[src/rtl/edgetracing_mul_arbiter.sv]
// edgetracing_mul_arbiter
// Round-robin front end for one shared, externally instantiated pipelined
// multiplier (signed A x unsigned B). Each cycle at most one requester is
// granted and its operands are presented on mul_din0/mul_din1. A small
// tracker (valid + requester ID per stage) runs in lock-step with the
// multiplier registers so the product leaving mul_dout can be steered back
// to its owner. The whole pipeline, bubbles included, freezes through
// mul_ce while the head result waits for its owner's res_ready.
//
// Combinational paths that integrators must account for:
//   res_ready -> mul_ce -> req_ready
//   req_valid -> req_ready
module edgetracing_mul_arbiter #(
  parameter int NUM_REQ     = 4,
  parameter int A_WIDTH     = 12,
  parameter int B_WIDTH     = 6,
  parameter int P_WIDTH     = 18,
  parameter int MUL_LATENCY = 3,
  parameter int ID_W        = $clog2(NUM_REQ),
  parameter int CNT_W       = $clog2(MUL_LATENCY + 1)
) (
  input  logic                       ap_clk,
  input  logic                       ap_rst_n,
  input  logic [NUM_REQ-1:0]         req_valid,
  output logic [NUM_REQ-1:0]         req_ready,
  input  logic [NUM_REQ*A_WIDTH-1:0] req_a,
  input  logic [NUM_REQ*B_WIDTH-1:0] req_b,
  output logic [NUM_REQ-1:0]         res_valid,
  input  logic [NUM_REQ-1:0]         res_ready,
  output logic [P_WIDTH-1:0]         res_p,
  output logic                       mul_ce,
  output logic [A_WIDTH-1:0]         mul_din0,
  output logic [B_WIDTH-1:0]         mul_din1,
  input  logic [P_WIDTH-1:0]         mul_dout,
  output logic [CNT_W-1:0]           inflight
);

  // Number of set bits in the tracker valid vector.
  function automatic logic [CNT_W-1:0] popcount_vld(input logic [MUL_LATENCY-1:0] v);
    logic [CNT_W-1:0] cnt;
    cnt = '0;
    for (int s = 0; s < MUL_LATENCY; s++) begin
      cnt = cnt + CNT_W'(v[s]);
    end
    return cnt;
  endfunction

  // Tracker state: one valid bit and one owner ID per multiplier stage.
  logic [MUL_LATENCY-1:0] vld_q, vld_d;
  logic [ID_W-1:0]        id_q [MUL_LATENCY];
  logic [ID_W-1:0]        id_d [MUL_LATENCY];

  // Most recently granted requester; search starts one past it.
  logic [ID_W-1:0]        last_q, last_d;

  // Arbiter and stall decode.
  logic [NUM_REQ-1:0]     grant_s;
  logic [ID_W-1:0]        grant_id_s;
  logic                   grant_any_s;
  logic                   head_vld_s;
  logic [ID_W-1:0]        head_id_s;
  logic                   ce_s;
  logic                   issue_s;

  // Head-of-pipeline stall: only an unaccepted head result freezes the pipe.
  always_comb begin
    head_vld_s = vld_q[MUL_LATENCY-1];
    head_id_s  = id_q[MUL_LATENCY-1];
    ce_s       = !head_vld_s || res_ready[head_id_s];
  end

  // Round-robin grant: first requesting index after last_q, wrapping modulo NUM_REQ.
  always_comb begin
    logic [ID_W-1:0] sel;
    logic            hit;
    grant_s     = '0;
    grant_id_s  = '0;
    grant_any_s = 1'b0;
    for (int k = 1; k <= NUM_REQ; k++) begin
      sel          = ID_W'((int'(last_q) + k) % NUM_REQ);
      hit          = !grant_any_s && req_valid[sel];
      grant_s[sel] = grant_s[sel] | hit;
      grant_id_s   = hit ? sel : grant_id_s;
      grant_any_s  = grant_any_s | hit;
    end
  end

  // Accept handshake: a grant only turns into an issue while the pipe advances.
  always_comb begin
    req_ready = {NUM_REQ{ce_s}} & grant_s;
    issue_s   = ce_s && grant_any_s;
  end

  // Operand mux: AND-OR of the granted slice, all-zero when nobody is granted.
  always_comb begin
    mul_din0 = '0;
    mul_din1 = '0;
    for (int i = 0; i < NUM_REQ; i++) begin
      mul_din0 = mul_din0 | ({A_WIDTH{grant_s[i]}} & req_a[i*A_WIDTH +: A_WIDTH]);
      mul_din1 = mul_din1 | ({B_WIDTH{grant_s[i]}} & req_b[i*B_WIDTH +: B_WIDTH]);
    end
  end

  // Result steering: one-hot valid toward the head owner, product passed through.
  always_comb begin
    for (int i = 0; i < NUM_REQ; i++) begin
      res_valid[i] = head_vld_s && (head_id_s == ID_W'(i));
    end
    res_p    = mul_dout;
    mul_ce   = ce_s;
    inflight = popcount_vld(vld_q);
  end

  // Tracker and pointer next state: shift in lock-step with the multiplier.
  always_comb begin
    vld_d  = vld_q;
    id_d   = id_q;
    last_d = last_q;
    if (ce_s) begin
      for (int s = MUL_LATENCY - 1; s > 0; s--) begin
        vld_d[s] = vld_q[s-1];
        id_d[s]  = id_q[s-1];
      end
      vld_d[0] = issue_s;
      id_d[0]  = grant_id_s;
    end else begin
      vld_d = vld_q;
      id_d  = id_q;
    end
    if (issue_s) begin
      last_d = grant_id_s;
    end else begin
      last_d = last_q;
    end
  end

  // State registers; reset discards in-flight work and gives requester 0 first priority.
  always_ff @(posedge ap_clk or negedge ap_rst_n) begin
    if (!ap_rst_n) begin
      vld_q  <= '0;
      last_q <= ID_W'(NUM_REQ - 1);
      for (int s = 0; s < MUL_LATENCY; s++) begin
        id_q[s] <= '0;
      end
    end else begin
      vld_q  <= vld_d;
      last_q <= last_d;
      for (int s = 0; s < MUL_LATENCY; s++) begin
        id_q[s] <= id_d[s];
      end
    end
  end

endmodule

[config.mk]
export PLATFORM = sky130hd
export DESIGN_NAME = edgetracing_mul_arbiter
export DESIGN_NICKNAME = d
export VERILOG_FILES = /design/src/rtl/edgetracing_mul_arbiter.sv
export SDC_FILE = /design/constraint.sdc
export NUM_CORES = 1
export LEC_CHECK = 0
export BUFFER_PORTS_ARGS = -buffer_cell sky130_fd_sc_hd__buf_2
export CORE_MARGIN = 1.5
export CORE_UTILIZATION = 48
export DETAILED_ROUTE_END_ITERATION = 12
export GPL_TIMING_DRIVEN = 1
export PLACE_DENSITY = 0.92
export SYNTH_ARGS = -nofsm -noshare
export SYNTH_HDL_FRONTEND = slang
export SYNTH_SLANG_ARGS = --single-unit
[constraint.sdc]
create_clock -name ap_clk -period 10.1 [get_ports ap_clk]
set_clock_uncertainty 0.2 [all_clocks]
set_input_delay 2.02 -clock ap_clk [delete_from_list [all_inputs] [get_ports ap_clk]]
set_output_delay 2.02 -clock ap_clk [all_outputs]
set_load 0.005 [all_outputs]
# Yosys cells after proc, flatten, opt, wreduce, memory -nomap -nowiden
# Cells that the tools add are included.
# totals
register_bits	11
inputBits	100
output_inout_bits	47
wordCells	97
# op_classes
addsub	6
order_cmp	9
eq_ne	3
muxes	33
bitwise_logic	23
n_reduce_logical	18
# op_table
operator	n
$and 12x12->12	4
$or 12x12->12	3
$and 6x6->6	4
$bmux 1 s2	9
$or 6x6->6	3
$lt 2x3->1 const B	5
$mux 1	13
$bwmux 4	3
$logic_and 1x1->1	12
$and 4x4->4	2
$demux 1 s2	4
$ge 2x1->1 const B	4
$mux 2	4
$or 1x1->1	7
$add 2x1->2 const B	2
$add 2x2->2 const B	2
$eq 2x2->1 const B	2
$logic_not 1->1	4
$add 1x1->2	1
$add 2x1->2	1
$eq 2x1->1 const B	1
$logic_not 2->1	1
$logic_or 1x1->1	1

# Longest topological paths before layout
# Gate-level depths: netlist (run 1).
# depth
depth_word	22
mapped_depth	16
mapped_depth_nobuf	10

# Worst setup path before layout (run 1)
# No wires, ideal clock.
# synth_path
path_kind	input-to-output
from	input port req_valid[2]
to	output port mul_din0[0]
arrival_time_ps	4128
required_time_ps	7880
setup_slack_ps	3752
path_stages	9
n_path_buf	1
path_cell_list	mux4_2 > mux2_4 > a21oi_2 > o311ai_4 > a31oi_1 > nor2_1 > clkbuf_1 > a222oi_1 > nand4_1
# synth_between
elab_chain_cells	20
word_cells_on_any_way	37
classes_between	mux: 17; bitwise: 14; reduce/logical: 6
# synth_rtl
item	line_no	rtl
start, declared	24	input logic [NUM_REQ-1:0] req_valid,
$bmux 1 s2	81	hit = !grant_any_s && req_valid[sel];
$mux 1 (not written as such)	81	
$or 1x1->1	82	grant_s[sel] = grant_s[sel] | hit;
$and 4x4->4 (no line)	--	
$bmux 1 s2	82	
$mux 1 (not written as such)	82	
$or 1x1->1	82	
$bwmux 4	82	
[... 3 more ...]	--	
$bwmux 4	82	
$bmux 1 s2	82	
$mux 1 (not written as such)	82	
$or 1x1->1	82	
$bwmux 4 *	82	
$and 12x12->12	99	mul_din0 = mul_din0 | ({A_WIDTH{grant_s[i]}} & req_a[i*A_WIDTH +: A_WIDTH]);
$or 12x12->12 (2 in a row)	99	
$or 12x12->12 *	99	
end, declared	32	output logic [A_WIDTH-1:0] mul_din0,
# Mark *: on every way between the ends. The rest lies on a longest branch, timed or not. The select of a mux whose other input is x is not followed.

# Final worst setup path (run 1)
# layout_path
from	register last_q[0]
to	output port mul_din0[4]
# layout_between
elab_chain_cells	22
word_cells_on_any_way	63
classes_between	add/sub: 4; order compare: 8; mux: 27; bitwise: 14; reduce/logical: 10
# layout_rtl
item	line_no	rtl
start, declared	54	logic [ID_W-1:0] last_q, last_d;
start signal, assigned	141	last_q <= ID_W'(NUM_REQ - 1);
start signal, assigned	147	last_q <= last_d;
$add 2x1->2	80	sel = ID_W'((int'(last_q) + k) % NUM_REQ);
$lt 2x3->1 (not written as such) / $ge 2x1->1 (equally long branches)	82	
$logic_and 1x1->1 (not written as such)	82	
$mux 1 (not written as such)	82	
$demux 1 s2	82	
$and 4x4->4 (no line)	--	
$bmux 1 s2	82	
$mux 1 (not written as such)	82	
[... 5 more ...]	--	
$bwmux 4	82	
$bmux 1 s2	82	
$mux 1 (not written as such)	82	
$or 1x1->1	82	
$bwmux 4 *	82	
$and 12x12->12	99	
$or 12x12->12 (2 in a row)	99	
$or 12x12->12 *	99	
# Marks and branches as above.

==> out/metrics.cfg, run 1 <==
[drt]
routed-via-count = 2984
dr.pass1.iters = 7
ant_nets = 0
drc = 0
routed_wl_um = 7760
drtIter0Drc = 364
vias_per_cell = 6.59
avgRoutedWirePerCell_um = 17.1

[job]
maxCapViolCount = 0

[power_and_ir_drop]
total_power_mw = 1.49
p_leak_nw = 1.25
power_density_nw_per_um2 = 528
ir_worst_vdd_mv = 0.348

[global_routing]
overflow = 0
grt_max_degree = 40
groute.usage.overall_pct = 26.4
grt_pass1_wl_um = 11600
antenna_found_initial = 0
grt_pass1_vias = 2621

[clock_tree]
clkSinkCount = 11
clk_pin_slew_worst_paths_ns = 0.05
worstSkewPairLatency_ns = 0.23
clockBufferDepth = 2
cts_htree_levels = 1
cts_root_buf = clkbuf_8
holdBufCountCts = 0
cts-buffers-inserted = 3
cts_resized = 0
cts_setup_buffers = 0
cts_tree = done

[synthesis]
synth.area.top_cells = dfrtp_1 9.4%, nand4_1 9.4%, a222oi_1 7.5%, a22o_1 6.6%, buf_4 6.0%
yosys.area.top_type = dfrtp_1
syn_inst = 315
synth_area_um2 = 2390
synth_top_area_share_pct = 9.41
syn_avg_cell_area_um2 = 7.60
ys_warn_count = 0
yosysUniqueCellTypes = 56
ys_seq_area_share_pct = 11.6
syn_nets = 424
synth_seq_cells = 11

[timing]
finalSetupTns_ns = 0
max_freq_mhz = 133
setup_viol = 0
rsz0062_at_grt = no
hold-worst-slack_ns = 0.265
max_slew_margin_pct = 23.4
min_period_ns = 7.52
worst_pin_slew_ns = 1.15
slew_violations = 0
period_share_pct = 74.4
setup_ws_ns = 2.58
report.final.hold_viol_count = 0

[worst_setup_path]
cp_max_fo = 28
startpoint_type = register
path_class = register to output pin
cp.arrival_ns = 5.30
crit_path_end_kind = output pin
worst_ep_required_time_ns = 7.88

[status]
status = finished, final reports clean

[floorplanning]
ios = 147
rows = 25
dieHeight_um = 73.6
die_x_um = 73.6
dieArea_um2 = 5420
start_util_pct = 50.3
coreArea_um2 = 4750

[layout]
drive_above_1_share_pct = 37.0
diodes = 0
n_fill_cell = 426
regArea_um2 = 278
instances_no_fill = 453
areaGrowthSynthToFinish_pct = 18.2
fin_nets = 496
multi_input_area_um2 = 1810

[placement]
post-place-ws_ns = 2.73
gp_congestion = 0.863
io_buffers = 110
placedCellCount = 449
hpwl_um = 5490

[worst_hold_path]
hold_path.class = register to register

through the flow:
stage	utilization, %	cell area (µm²)
3_5_place_dp	58.6	2780
4_1_cts	59.5	2830
5_1_grt	59.5	2830
3_3_place_gp	58.6	2780
2_1_floorplan	-	2390
6_report	59.5	2830
cell families (layout without fill, tap and decap cells):
| family | Yosys count | after routing | share of synthesized area (%) |
|---|---|---|---|
| AO/OA/AOI/OAI | 99 | 99 | 33.3 |
| XOR/XNOR | 1 | 1 | 0.366 |
| adder cells (fa/ha/maj) | 9 | 9 | 5.02 |
| buffers and inverters | 55 | 126 | 13.3 |
| flip-flops | 11 | 11 | 11.6 |
| multiplexers | 12 | 12 | 8.47 |
| AND/OR/NAND/NOR | 128 | 128 | 28.0 |
power by group:
group	switching [mW]	internal, mW	total, mW
clock	0.0148	0.0276	0.0424
sequential	0.0452	0.0718	0.117
combinational	0.803	0.530	1.33
total	0.863	0.630	1.49
flip-flops by register name, indices dropped and copies added, names as in the netlist:
signal,cells
last_q,2
id_q,4
head_id_s,2
vld_q,3
critical path, stage by stage (launching register included):
cell and delay [ns]:
dfstp_2 0.90, clkinv_1 0.48, ha_1 0.74, mux4_2 0.52, mux2_4 0.32, a21oi_2 0.06
o311ai_4 0.36, a22oi_1 0.21, a211oi_2 0.92, o21ai_0 0.25, nand4_1 0.17, buf_2 0.12
final timing paths:
kind,endpoint,from,cells after the start,slack [ns]
worst max-delay path,mul_din0[4],last_q[0],11,2.58
worst min-delay path,id_q[2],id_q[2],2,0.26
worst max register to register,id_q[4],last_q[0],7,6.23
worst min register to register,id_q[2],id_q[2],2,0.26
max in group asynchronous,last_q[0],ap_rst_n,1,8.01
min in group asynchronous,id_q[5],ap_rst_n,1,1.44
layer usage:
layer  up-vias  global-route usage [%]  wire, µm
met2       200                    48.5      3970
met4         0                    7.61        70
met1      1391                    32.3      3050
met5         -                       0         0
li1       1381                       -         -
met3        12                    2.47       670
cells in the final DEF, fill, tap and decap left out, types with 8 or more instances in the layout:
master / Yosys / layout
ha_1: 8 / 8
buf_2: 8 / 110
nand4_1: 36 / 36
o21ai_0: 17 / 17
nor2_1: 23 / 22
o21ai_1: 9 / 9
nand3_1: 21 / 21
a222oi_1: 18 / 18
dfrtp_1: 9 / 9
a22o_1: 18 / 18
nand2_1: 28 / 28
a31oi_1: 8 / 8
cell type report:
| type | count | area share, % |
|---|---|---|
| multi-input cells | 249 | 63.9 |
| flip-flops and latches | 11 | 9.82 |
| inverters | 7 | 0.929 |
| clock buffers | 4 | 1.59 |
| well taps | 67 | 2.96 |
| repair buffers | 115 | 20.8 |
Yosys cell counts (all sizes together):
library cell  number
nand4             36
buf               32
nand2             28
o21ai             26
nor2              25
nand3             21
a222oi            18
a22o              18
clkbuf            16
dfrtp              9
a21oi              8
a31oi              8
ha                 8
inv                6
mux4               6
nor2b              6
a221oi             3
a22oi              3
mux2               3
mux2i              3
nand2b             3
o211ai             3
o311ai             3
dfstp              2
nor3b              2
a2111oi            1
a211o              1
a211oi             1
a21o               1
a311oi             1
and3               1
and3b              1
clkinv             1
fa                 1
nand3b             1
nor3               1
nor4               1
nor4b              1
o2111ai            1
o21a               1
o311a              1
o31a               1
or2                1
xnor2              1
No activity file was read; power rests on OpenSTA's default activity.
==> run 2: changes to the inputs <==
--- a/config.mk
+++ b/config.mk
@@ -7,10 +7,10 @@
 export LEC_CHECK = 0
 export BUFFER_PORTS_ARGS = -buffer_cell sky130_fd_sc_hd__buf_2
 export CORE_MARGIN = 1.5
-export CORE_UTILIZATION = 48
+export CORE_UTILIZATION = 40
 export DETAILED_ROUTE_END_ITERATION = 12
 export GPL_TIMING_DRIVEN = 1
-export PLACE_DENSITY = 0.92
+export PLACE_DENSITY = 0.82
 export SYNTH_ARGS = -nofsm -noshare
 export SYNTH_HDL_FRONTEND = slang
 export SYNTH_SLANG_ARGS = --single-unit
==> constraint.sdc (replaced) <==
create_clock -name ap_clk -period 6.5 [get_ports ap_clk]
set_clock_uncertainty 0.2 [all_clocks]
set_input_delay 1.3 -clock ap_clk [delete_from_list [all_inputs] [get_ports ap_clk]]
set_output_delay 1.3 -clock ap_clk [all_outputs]
set_load 0.005 [all_outputs]
==> run 2 against run 1 <==
Against the previous run:
- sequential power increased by 30%
- clock power increased by 59%
- first-iteration DRC count decreased by 1.9%
- total power increased by 61%
- final cell count increased by 3.8%
- highest routed layer unchanged
- critical path type is now input pin to output pin
- non-clock buffer count increased by 12
==> out/metrics.cfg, run 2 (same netlist as run 1, synthesis figures left out) <==
[worst_setup_path]
crit_chain = buf_2 > mux4_2 > mux2_4 > buf_4 > a21oi_1 > o211ai_1 > a22oi_1 > nor2_2 > buf_4 > nand4_1 > nand4_1 > buf_2
slowest_stage = nor2_2
startpoint_type = input pin
crit_path_end_kind = output pin
cp_max_fo = 34  ; +21%
critPathBufInv = 4  ; +2
path_class = input pin to output pin
slowest_delay_ns = 1.00  ; +0.08 ns
worst_ep_required_time_ns = 5.00  ; -2.88 ns
path_delay_family = simple AND/OR/NAND/NOR gates
cp.arrival_ns = 4.54  ; -0.76 ns

[power_and_ir_drop]
ir_worst_vdd_mv = 0.474  ; +36%
power_density_nw_per_um2 = 823  ; +56%
combPwrFrac_pct = 90.9  ; +1.6 points
p_int_mw = 1.05  ; +67%
total_power_mw = 2.41  ; +61%
p_switching_mw = 1.36  ; +57%
switching_share_pct = 56.4  ; -1.5 points
p_leak_nw = 1.31  ; +4.7%
p_seq_share_pct = 6.3  ; -1.5 points
pwr-share-clk_pct = 2.8  ; about the same

[layout]
areaGrowthSynthToFinish_pct = 22.2
diodes = 0  ; unchanged
drive_above_1_share_pct = 38.9  ; +1.9 points
multi_input_area_um2 = 1810  ; unchanged
reg.largest.list = id_q: 4 flops, vld_q: 3 flops
largest_reg_flops = 4  ; unchanged
fin_nets = 508  ; +2.4%
n_fill_cell = 560  ; +31%
regArea_um2 = 278  ; unchanged
layout_common_cells = 110 x buf_2, 36 x nand4_1, 28 x nand2_1
largest_register = id_q
finalInstanceArea_um2 = 2930  ; +3.4%
layout_commonest_cell = buf_2

[global_routing]
groute.usage.overall_pct = 22.6  ; -3.8 points
grt_pass1_wl_um = 12000  ; +3.0%
grt_pass1_vias = 2720  ; +3.8%
grt_max_degree = 35  ; -13%
antenna_found_initial = 0  ; unchanged
overflow = 0  ; unchanged

[drt]
avgRoutedWirePerCell_um = 16.8  ; -2.1%
dr.pass1.iters = 8  ; +1
routed_wl_um = 7890  ; +1.6%
vias_per_cell = 6.45  ; -2.1%
routed-via-count = 3030  ; +1.5%
drc = 0  ; unchanged
ant_nets = 0  ; unchanged
drtIter0Drc = 357  ; -1.9%

[timing]
max_slew_margin_pct = 9.01  ; -14 points
finalSetupTns_ns = 0  ; unchanged
setup_viol = 0  ; unchanged
slew_violations = 0  ; unchanged
period_share_pct = 92.9
min_period_ns = 6.04
max_freq_mhz = 166
worst_pin_slew_ns = 1.36  ; +0.216 ns
rsz0062_at_grt = no
report.final.hold_viol_count = 0  ; unchanged

[floorplanning]
dieArea_um2 = 6460  ; +19%
die_x_um = 80.4  ; +9.2%
coreArea_um2 = 5640  ; +19%
dieHeight_um = 80.4  ; +9.2%
ios = 147  ; unchanged
start_util_pct = 42.4  ; -7.9 points
rows = 27  ; +8.0%

[clock_tree]
cts_htree_levels = 1  ; unchanged
cts_setup_buffers = 0  ; unchanged
holdBufCountCts = 0  ; unchanged
clockBufferDepth = 2  ; unchanged
cts_tree = done
cts-buffers-inserted = 3  ; unchanged
clkSinkCount = 11  ; unchanged
clk_pin_slew_worst_paths_ns = 0.05  ; about the same
cts_root_buf = clkbuf_8
worstSkewPairLatency_ns = 0.24  ; about the same
cts_resized = 0  ; unchanged

[job]
maxCapViolCount = 0  ; unchanged

[placement]
dpl_cell_area_um2 = 2880  ; +3.5%
gp_congestion = 0.883  ; +2.4%
io_buffers = 110  ; unchanged
hpwl_um = 5770  ; +5.1%

[status]
status = finished, final reports clean

[worst_hold_path]
hold_path.class = register to register

## run 2: per-stage QoR
| step | hold WS (ns) | utilization (%) | worst slack, ns | std cells |
|---|---|---|---|---|
| CTS | 0.268 | 51.9 | 0.524 | 470 |
| finish | 0.265 | 51.9 | 0.462 | 470 |
| global placement | 0.250 | 51.1 | 0.574 | 466 |
| floorplan | 0.239 | - | 1.39 | 315 |
| detailed placement | 0.256 | 51.1 | 0.539 | 466 |
| global route | 0.282 | 51.9 | 0.160 | 470 |
## run 2: routing by layer
metal	global-route usage, %	up-vias	wire [µm]
met4	9.14	0	122
met2	42.0	211	3980
met3	1.36	14	644
met1	26.7	1408	3140
li1	-	1397	-
met5	0	-	0
## run 2: worst paths after layout
kind	to	start	cells after the start	slack [ns]
max in group asynchronous	last_q[0]	ap_rst_n	1	5.13
hold / removal	id_q[2]	id_q[2]	2	0.27
hold reg to reg	id_q[2]	id_q[2]	2	0.27
setup / recovery	mul_din1[2]	req_valid[2]	12	0.46
setup reg to reg	id_q[4]	last_q[1]	7	3.48
min in group asynchronous	id_q[2]	ap_rst_n	1	0.72
## run 2: power groups by stage
stage | clock [mW] | combinational (mW) | sequential, mW
after floorplan | 0 | 1.51 | 0.138
after global placement | 0 | 2.11 | 0.150
after detailed placement | 0 | 2.15 | 0.153
after CTS | 0.0698 | 2.16 | 0.152
after global routing | 0.0737 | 2.39 | 0.156
final | 0.0675 | 2.19 | 0.152
## run 2: final cells by class
cell class	instances	share of cell area [%]
Multi-Input combinational cell	249	61.8
Timing Repair Buffer	127	23.2
Sequential cell	11	9.50
Tap cell	72	3.08
Clock buffer	4	1.54
Inverter	7	0.898
## run 2: worst reg2reg max path: stages, from the launching register on
cell and delay, ns:
dfstp_2 0.68, inv_1 0.18, ha_1 0.45, mux4_2 0.64, nor2b_1 0.18, or2_2 0.29, o21ai_0 0.18, a21oi_1 0.09
